===== config.mk =====
export PLATFORM = sky130hd
export DESIGN_NAME = mem_bus_arbiter
export DESIGN_NICKNAME = d
export VERILOG_FILES = /design/src/rtl/mem_bus_arbiter.sv
export SDC_FILE = /design/constraint.sdc
export NUM_CORES = 1
export LEC_CHECK = 0
export CELL_PAD_IN_SITES_DETAIL_PLACEMENT = 1
export CELL_PAD_IN_SITES_GLOBAL_PLACEMENT = 2
export CORE_UTILIZATION = 24
export CTS_BUF_LIST = sky130_fd_sc_hd__clkbuf_8
export CTS_CLUSTER_SIZE = 14
export DETAILED_ROUTE_END_ITERATION = 10
export GPL_TIMING_DRIVEN = 0
export PLACE_DENSITY_LB_ADDON = 0.1
export SETUP_SLACK_MARGIN = 0.1
export SLEW_MARGIN = 10
export SYNTH_ARGS = -nofsm -noshare
export SYNTH_HDL_FRONTEND = slang
export SYNTH_SLANG_ARGS = --single-unit

===== constraint.sdc =====
create_clock -name clk -period 2.2 [get_ports clk]
set_input_delay 0.22 -clock clk [delete_from_list [all_inputs] [get_ports clk]]
set_output_delay 0.22 -clock clk [all_outputs]
set_load 0.005 [all_outputs]

===== src/rtl/mem_bus_arbiter.sv =====
// Two-master round-robin arbiter and access sequencer for the 8-bit memory/IO bus.
// Supports locked bursts capped at MAX_BURST and suppresses writes to ROM and unmapped space.
module mem_bus_arbiter #(
  parameter int unsigned MAX_BURST = 4
) (
  input  logic       clk,
  input  logic       reset,
  input  logic       m0_req,
  input  logic       m0_lock,
  input  logic       m0_we,
  input  logic [7:0] m0_addr,
  input  logic [7:0] m0_wdata,
  output logic       m0_gnt,
  output logic       m0_rvalid,
  output logic [7:0] m0_rdata,
  input  logic       m1_req,
  input  logic       m1_lock,
  input  logic       m1_we,
  input  logic [7:0] m1_addr,
  input  logic [7:0] m1_wdata,
  output logic       m1_gnt,
  output logic       m1_rvalid,
  output logic [7:0] m1_rdata,
  output logic       mem_write,
  output logic [7:0] mem_address,
  output logic [7:0] mem_data_in,
  input  logic [7:0] mem_data_out,
  output logic       wr_err,
  output logic       busy
);

  typedef enum logic [1:0] {IDLE, WR, RD1, RD2} state_t;

  state_t     state, state_next;
  logic [7:0] cmd_addr, cmd_wdata;
  logic       cmd_owner;
  logic       last_grant, lock_active, lock_owner;
  logic [3:0] burst_cnt;

  logic       grant, win;
  logic       win_we, win_lock, other_req;
  logic [7:0] win_addr, win_wdata;
  logic       owner_req, owner_lock, owner_keeps;
  logic       addr_writable;

  assign owner_req     = lock_owner ? m1_req  : m0_req;
  assign owner_lock    = lock_owner ? m1_lock : m0_lock;
  assign owner_keeps   = lock_active && owner_lock && (burst_cnt < 4'(MAX_BURST));
  assign addr_writable = cmd_addr[7] && (cmd_addr[7:4] != 4'hE);

  assign win_we    = win ? m1_we    : m0_we;
  assign win_lock  = win ? m1_lock  : m0_lock;
  assign win_addr  = win ? m1_addr  : m0_addr;
  assign win_wdata = win ? m1_wdata : m0_wdata;
  assign other_req = win ? m0_req   : m1_req;

  assign mem_address = cmd_addr;
  assign mem_data_in = cmd_wdata;

  // An exhausted lock leaves last_grant pointing at the owner, so round-robin hands over.
  always_comb begin : arbitrate
    // NOTE: every always_comb output gets a default first so no path can infer a latch.
    grant = 1'b0;
    win   = 1'b0;
    if (state == IDLE) begin
      if (m0_req && m1_req) begin
        grant = 1'b1;
        win   = owner_keeps ? lock_owner : ~last_grant;
      end else if (m0_req) begin
        grant = 1'b1;
        win   = 1'b0;
      end else if (m1_req) begin
        grant = 1'b1;
        win   = 1'b1;
      end
    end
  end

  always_ff @(posedge clk or negedge reset) begin : state_reg
    // NOTE: sequential state uses non-blocking assignments so every register samples pre-edge values.
    if (!reset) state <= IDLE;
    else        state <= state_next;
  end

  always_comb begin : fsm_next
    state_next = state;
    mem_write  = 1'b0;
    wr_err     = 1'b0;
    busy       = 1'b1;
    case (state)
      IDLE: begin
        busy = 1'b0;
        if (grant) state_next = win_we ? WR : RD1;
      end
      WR: begin
        mem_write  = addr_writable;
        wr_err     = !addr_writable;
        state_next = IDLE;
      end
      RD1:     state_next = RD2;
      RD2:     state_next = IDLE;
      default: state_next = IDLE;
    endcase
  end

  always_ff @(posedge clk or negedge reset) begin : datapath
    if (!reset) begin
      cmd_addr    <= 8'h00;
      cmd_wdata   <= 8'h00;
      cmd_owner   <= 1'b0;
      last_grant  <= 1'b1;
      lock_active <= 1'b0;
      lock_owner  <= 1'b0;
      burst_cnt   <= 4'd0;
      m0_gnt      <= 1'b0;
      m1_gnt      <= 1'b0;
      m0_rvalid   <= 1'b0;
      m1_rvalid   <= 1'b0;
      m0_rdata    <= 8'h00;
      m1_rdata    <= 8'h00;
    end else begin
      m0_gnt    <= grant && !win;
      m1_gnt    <= grant && win;
      m0_rvalid <= (state == RD2) && !cmd_owner;
      m1_rvalid <= (state == RD2) && cmd_owner;

      if (state == RD2) begin
        if (cmd_owner) m1_rdata <= mem_data_out;
        else           m0_rdata <= mem_data_out;
      end

      if (grant) begin
        cmd_addr   <= win_addr;
        cmd_wdata  <= win_wdata;
        cmd_owner  <= win;
        last_grant <= win;
        if (win_lock) begin
          // The burst count only survives a grant to the same owner.
          lock_active <= 1'b1;
          lock_owner  <= win;
          burst_cnt   <= ((lock_active && (lock_owner == win)) ? burst_cnt : 4'd0)
                         + 4'(other_req);
        end else begin
          lock_active <= 1'b0;
          burst_cnt   <= 4'd0;
        end
      end else if ((state == IDLE) && lock_active && !owner_req) begin
        lock_active <= 1'b0;
        burst_cnt   <= 4'd0;
      end
    end
  end

endmodule


==> flow_summary.toml, run 1 <==
[synth]
syn-num-nets = 248
synthArstFlopShare = 1.00
ys_top_cells_by_area = "dfrtp_1 53%, nand2_1 8.5%, mux2i_1 8.0%"
netlist_area_um2 = 2130
ys.flop_type = "dfrtp_1"
syn_inst = 198
synthDistinctLibCells = 43
ys_seq_elements = 46
synth_top_area_share = 0.530
avgSynthCellArea_um2 = 10.7
ys_seq_area_frac = 0.542
yosysTopAreaCell = "dfrtp_1"
ys_warn_count = 0
synth_edf_count = 0

[floorplanning]
dieArea_um2 = 9240
die_w_um = 96.1
fp-row-count = 33
core_um2 = 8380
dieHeight_um = 96.1
io_pins = 87
initial_core_util = 0.254

[clock_network]
cts_buffers = 5
path_clk_slew_ps = 100
cts_tree = "done"
cts.path.max_buffers = 2
cts_sinks = 46
worst_skew_pair.late_latency_ps = 310
htreeDepth = 2
clockRootBuffer = "clkbuf_8"

[placed_design]
place.port_buffers = 85
hpwlAfterDp_mm = 4.34
globalplace.congestion = 0.707
place_area_um2 = 3140

[worst_setup_path]
crit_type = "flip-flop to flip-flop"
slowest_delay_ps = 380
crit_chain = "buf_6, or3b_4, buf_4, buf_6, a311oi_4, a211oi_4, and2_4, ha_4, ha_4, inv_2, a41o_1, a32o_1"
cp_num_buf_inv = 4
worst-path-max-fanout = 4
crit_family = "compound AO/OA/AOI/OAI gates"
start_kind = "flip-flop"
cp.required_ps = 2440
arrival_ps = 2580
worstSetupEndpointType = "flip-flop"
slowest_stage = "dfrtp_1"

[drt]
final_antenna_net_count = 0
wl_met3_um = 346
avgViaCountPerCell = 4.48
wirelength_met1_mm = 2.61
drtIter0Drc = 13
first_pass_iters = 2
wl_per_cell_um = 14.7
vias = 1834
drc = 0
wl_mm = 6.02
wl_met2_mm = 2.99
dr.max_layer_used = "met4"

[pwr]
vdd_drop_max_mv = 0.444
p_leak_nw = 1.58
p_total_mw = 4.23
p_per_area_nw_per_um2 = 1210

[cells_and_area]
fillers = 926
drive_gt1_frac = 0.181
num_antenna_cells = 0
final_util = 0.417
fin_area_um2 = 3500
area_growth_pct = 64.5
fin_nets = 353

[timing]
whs_ps = 360
fmax_ghz = 0.428
worstMarginPinSlew_ps = 754
rsz0062_at_grt = "yes"
period_needed_ps = 2340
drv_slew = 0
max_slew_margin = 0.494
hold_violations = 0
setup_viol = 21
fin_ws_ps = -138
period_share = 1.06
finalClockSkew_ps = 11.4

[grt]
globalRouteTotalUtil = 0.140
grt_pass1_wl_mm = 9.75
grt_remaining_overflow = 0
antenna_found_initial = 0
grt_pass1_vias = 1979
grt_max_degree = 33

[run]
maxCapViolCount = 0

[hold_path]
hold_class = "input pin to async pin"

[status]
violations = "negative setup slack"
status = "complete, but fails checks"
==> worst reg2reg max path, cell delays in order, from the launching register on <==
cell and delay [ps]:
dfrtp_1 380, buf_6 110, or3b_4 380, buf_4 140, buf_6 110, a311oi_4 270
a211oi_4 90, and2_4 180, ha_4 170, ha_4 160, inv_2 40, a41o_1 140
a32o_1 120
==> placed cells by master, fill, tap and decap left out, types with 2 or more instances in the layout <==
cell type and count:
inv_1 6, nor2_1 3, clkdlybuf4s50_1 83, mux2i_1 14, dfrtp_1 44, clkbuf_16 2, buf_12 3, clkbuf_8 5
mux2_2 9, buf_6 4, nand2_1 47, mux2i_2 2, ha_4 2, buf_4 7, and2_1 2, o21ai_2 2
nand3b_1 2, clkbuf_1 4, clkinv_2 2, a22o_1 2, a21oi_1 2, a21o_1 2, o21ai_1 17
==> metrics by stage <==
stage          TNS, ps  setup WS [ps]  instances
2_1_floorplan     -164          -83.5        198
3_3_place_gp    -30230           -673        388
3_5_place_dp     -4600           -671        389
4_1_cts           -540           -215        403
5_1_grt          -2620           -254        409
6_report          -978           -138        409
==> where the power goes <==
part / switching, mW / internal (mW) / leakage (nW)
clock: 0.316 / 0.225 / 0.0483
sequential: 0.241 / 1.24 / 0.567
combinational: 0.913 / 1.29 / 0.964
total: 1.47 / 2.76 / 1.58
==> routing by layer <==
metal,track usage,vias up
met5,0,-
met4,0.0410,0
met3,0.0442,5
met2,0.239,48
met1,0.167,878
li1,-,903
==> final timing paths <==
kind                            cells past startpoint  slack (ps)                  endpoint                     from
worst min-delay path                                2         360   m1_rdata[0]$_DFFE_PN0P_                    reset
worst min register to register                      2         490   m0_rdata[0]$_DFFE_PN0P_  m0_rdata[0]$_DFFE_PN0P_
worst max register to register                     12        -140  burst_cnt[2]$_DFFE_PN0P_     state[1]$_DFFE_PN0P_
worst max-delay path                               12        -140  burst_cnt[2]$_DFFE_PN0P_     state[1]$_DFFE_PN0P_
min in group clk                                    3         460   m0_rdata[1]$_DFFE_PN0P_          mem_data_out[1]
max in group asynchronous                           3        1330   m1_rdata[3]$_DFFE_PN0P_                    reset
==> layout make-up <==
class,instances,area (um^2),area share
clock inverters,3,18.8,0.00537
inverters,8,30.0,0.00859
repair buffers,98,1000,0.286
well taps,105,131,0.0376
flip-flops and latches,46,1150,0.330
multi-input cells,136,1020,0.291
clock buffers,5,68.8,0.0197
plain buffers,8,77.6,0.0222
==> cells in the mapped netlist (all sizes together) (2+ instances only) <==
cell type and count:
a21o 2, a21oi 2, a22o 2, and2 3, buf 4, clkbuf 4, dfrtp 45, ha 2
inv 7, mux2 10, mux2i 17, nand2 48, nand3 2, nand3b 2, nor2 4, nor3b 2
o21ai 19
==> kinds of logic after synthesis <==
group / synth area share
buffers and inverters: 0.0424
AOI/OAI and AO/OA: 0.120
and+or+nand+nor: 0.149
muxes: 0.135
adders and majority gates: 0.0118
DFF: 0.542
==> timing repair <==
item	CTS	global route
gates cloned	0	2
resized for setup	17	11
buffers inserted	5	4
setup endpoints to repair	4	23
pin swaps	7	6
hold buffers	1	0
endpoints found under the hold margin	13	0
(Power assumes the default switching activity.)
==> run 2, diff against run 1 <==
==> constraint.sdc (replaced) <==
create_clock -name clk -period 2.2 [get_ports clk]
set_input_delay 0.22 -clock clk [delete_from_list [all_inputs] [get_ports clk]]
set_output_delay 0.22 -clock clk [all_outputs]
set_load 0.02 [all_outputs]
==> flow_summary.toml, run 2 (synthesis results as in run 1) <==
[pwr]
p_per_area_nw_per_um2 = 1320
switching_share = 0.403
p_leak_nw = 1.60
p_comb_frac = 0.562
clockPowerShare = 0.118
p_switching_mw = 1.86
p_int_mw = 2.75
seqPwrFrac = 0.321
vdd_drop_max_mv = 0.491

[floorplanning]
core_um2 = 8380
dieHeight_um = 96.1
io_pins = 87
die_w_um = 96.1
initial_core_util = 0.254
dieArea_um2 = 9240
fp-row-count = 33

[clock_network]
worst_skew_pair.late_latency_ps = 310
cts_sinks = 46
htreeDepth = 2
cts_buffers = 5
path_clk_slew_ps = 100
cts.path.max_buffers = 2
clockRootBuffer = "clkbuf_8"
cts_tree = "done"

[cells_and_area]
final_cell_mix = "81 x clkdlybuf4s50_1, 47 x nand2_1, 44 x dfrtp_1"
layout_commonest_cell = "clkdlybuf4s50_1"
multi_input_area_um2 = 1010
area_growth_pct = 64.3
final-seq-area_um2 = 1150
drive_gt1_frac = 0.181
fin_nets = 353
num_antenna_cells = 0
fillers = 927

[worst_setup_path]
start_kind = "flip-flop"
worstSetupEndpointType = "flip-flop"
arrival_ps = 2580
r2r_start = "state[1]$_DFFE_PN0P_"
reg2reg_depth = 12
crit_start = "state[1]$_DFFE_PN0P_"
crit_type = "flip-flop to flip-flop"
r2r_slack_ps = -140
r2r-end = "burst_cnt[2]$_DFFE_PN0P_"
worst-path-max-fanout = 4
cp.required_ps = 2440

[grt]
grt_pass1_wl_mm = 9.76
grt_pass1_vias = 1981
antenna_found_initial = 0
grt_remaining_overflow = 0
grt_max_degree = 33
globalRouteTotalUtil = 0.140

[timing]
drv_slew = 0
tns_ps = -957
rsz0062_at_grt = "yes"
fin_ws_ps = -137
fmax_ghz = 0.428
max_slew_margin = 0.503
period_needed_ps = 2340
worstMarginPinSlew_ps = 741
setup_viol = 21
period_share = 1.06
hold_violations = 0
finalClockSkew_ps = 10.8

[drt]
drtIter0Drc = 18
wl_per_cell_um = 14.7
drc = 0
avgViaCountPerCell = 4.49
final_antenna_net_count = 0
first_pass_iters = 2
wl_mm = 6.02
vias = 1835

[status]
violations = "negative setup slack"
status = "complete, but fails checks"

[run]
maxCapViolCount = 0

[placed_design]
globalplace.congestion = 0.707
preCtsSetupSlack_ps = -671
hpwlAfterDp_mm = 4.34
place.port_buffers = 85

[hold_path]
hold_class = "input pin to async pin"
## run 2: cell count changes in the layout (fill, tap and decap cells not counted), sizes merged
cell / delta
clkdlybuf4s50: -2
dlygate4sd2: +1
dlymetal6s2s: +1
## run 2: stage by stage
step	total power [mW]	hold slack [ps]	util	instances	instance area [um^2]
2_1_floorplan	2.74	-75.6	-	198	2150
3_3_place_gp	3.79	458	0.373	388	3130
3_5_place_dp	3.82	174	0.375	389	3140
4_1_cts	4.52	369	0.401	403	3360
5_1_grt	4.93	401	0.417	409	3490
6_report	4.60	359	0.417	409	3490
## run 2: worst max-delay path by stage
stage	cells past startpoint	to	slack [ps]
after global routing	10	burst_cnt[3]$_DFFE_PN0P_	-250
after detailed placement	10	burst_cnt[3]$_DFFE_PN0P_	-670
after global placement	10	burst_cnt[3]$_DFFE_PN0P_	-670
final	12	burst_cnt[2]$_DFFE_PN0P_	-140
after floorplan	10	burst_cnt[2]$_DFFE_PN0P_	-80
after CTS	10	burst_cnt[2]$_DFFE_PN0P_	-210
## run 2: area by class of cell
type                    count  share of cell area
repair buffers             98               0.287
plain buffers               8              0.0222
flip-flops and latches     46               0.330
well taps                 105              0.0376
multi-input cells         136               0.290
clock buffers               5              0.0197
clock inverters             3             0.00537
inverters                   8             0.00860
## run 2: layer usage
layer	vias to the layer above	routed length, um	global-route usage
met5	-	0	0
met4	0	70	0.0410
met3	5	346	0.0442
met2	48	2990	0.239
met1	879	2610	0.167
li1	903	-	-
## run 2: timing repair
action                                 4_1_cts  5_1_grt
pin swaps                                    7        6
resized for setup                           18       11
hold buffers                                 1        0
cloned                                       0        2
endpoints found under the hold margin       13        0
setup buffers                                5        4
setup endpoints to repair                    5       23
## run 2: power by group through the flow
stage          Clock [mW]  Sequential, mW  Combinational, mW
6_report            0.541            1.48               2.59
5_1_grt             0.591            1.53               2.80
3_3_place_gp            0            1.48               2.31
2_1_floorplan           0            1.85              0.893
4_1_cts             0.562            1.48               2.48
3_5_place_dp            0            1.50               2.32
## run 2: critical path, stage by stage, from the launching register on
cell and delay [ps]:
dfrtp_1 380, buf_6 110, or3b_4 380, buf_4 140, buf_6 110, a311oi_4 270
a211oi_4 90, and2_4 180, ha_4 170, ha_4 160, inv_2 40, a41o_1 140
a32o_1 120
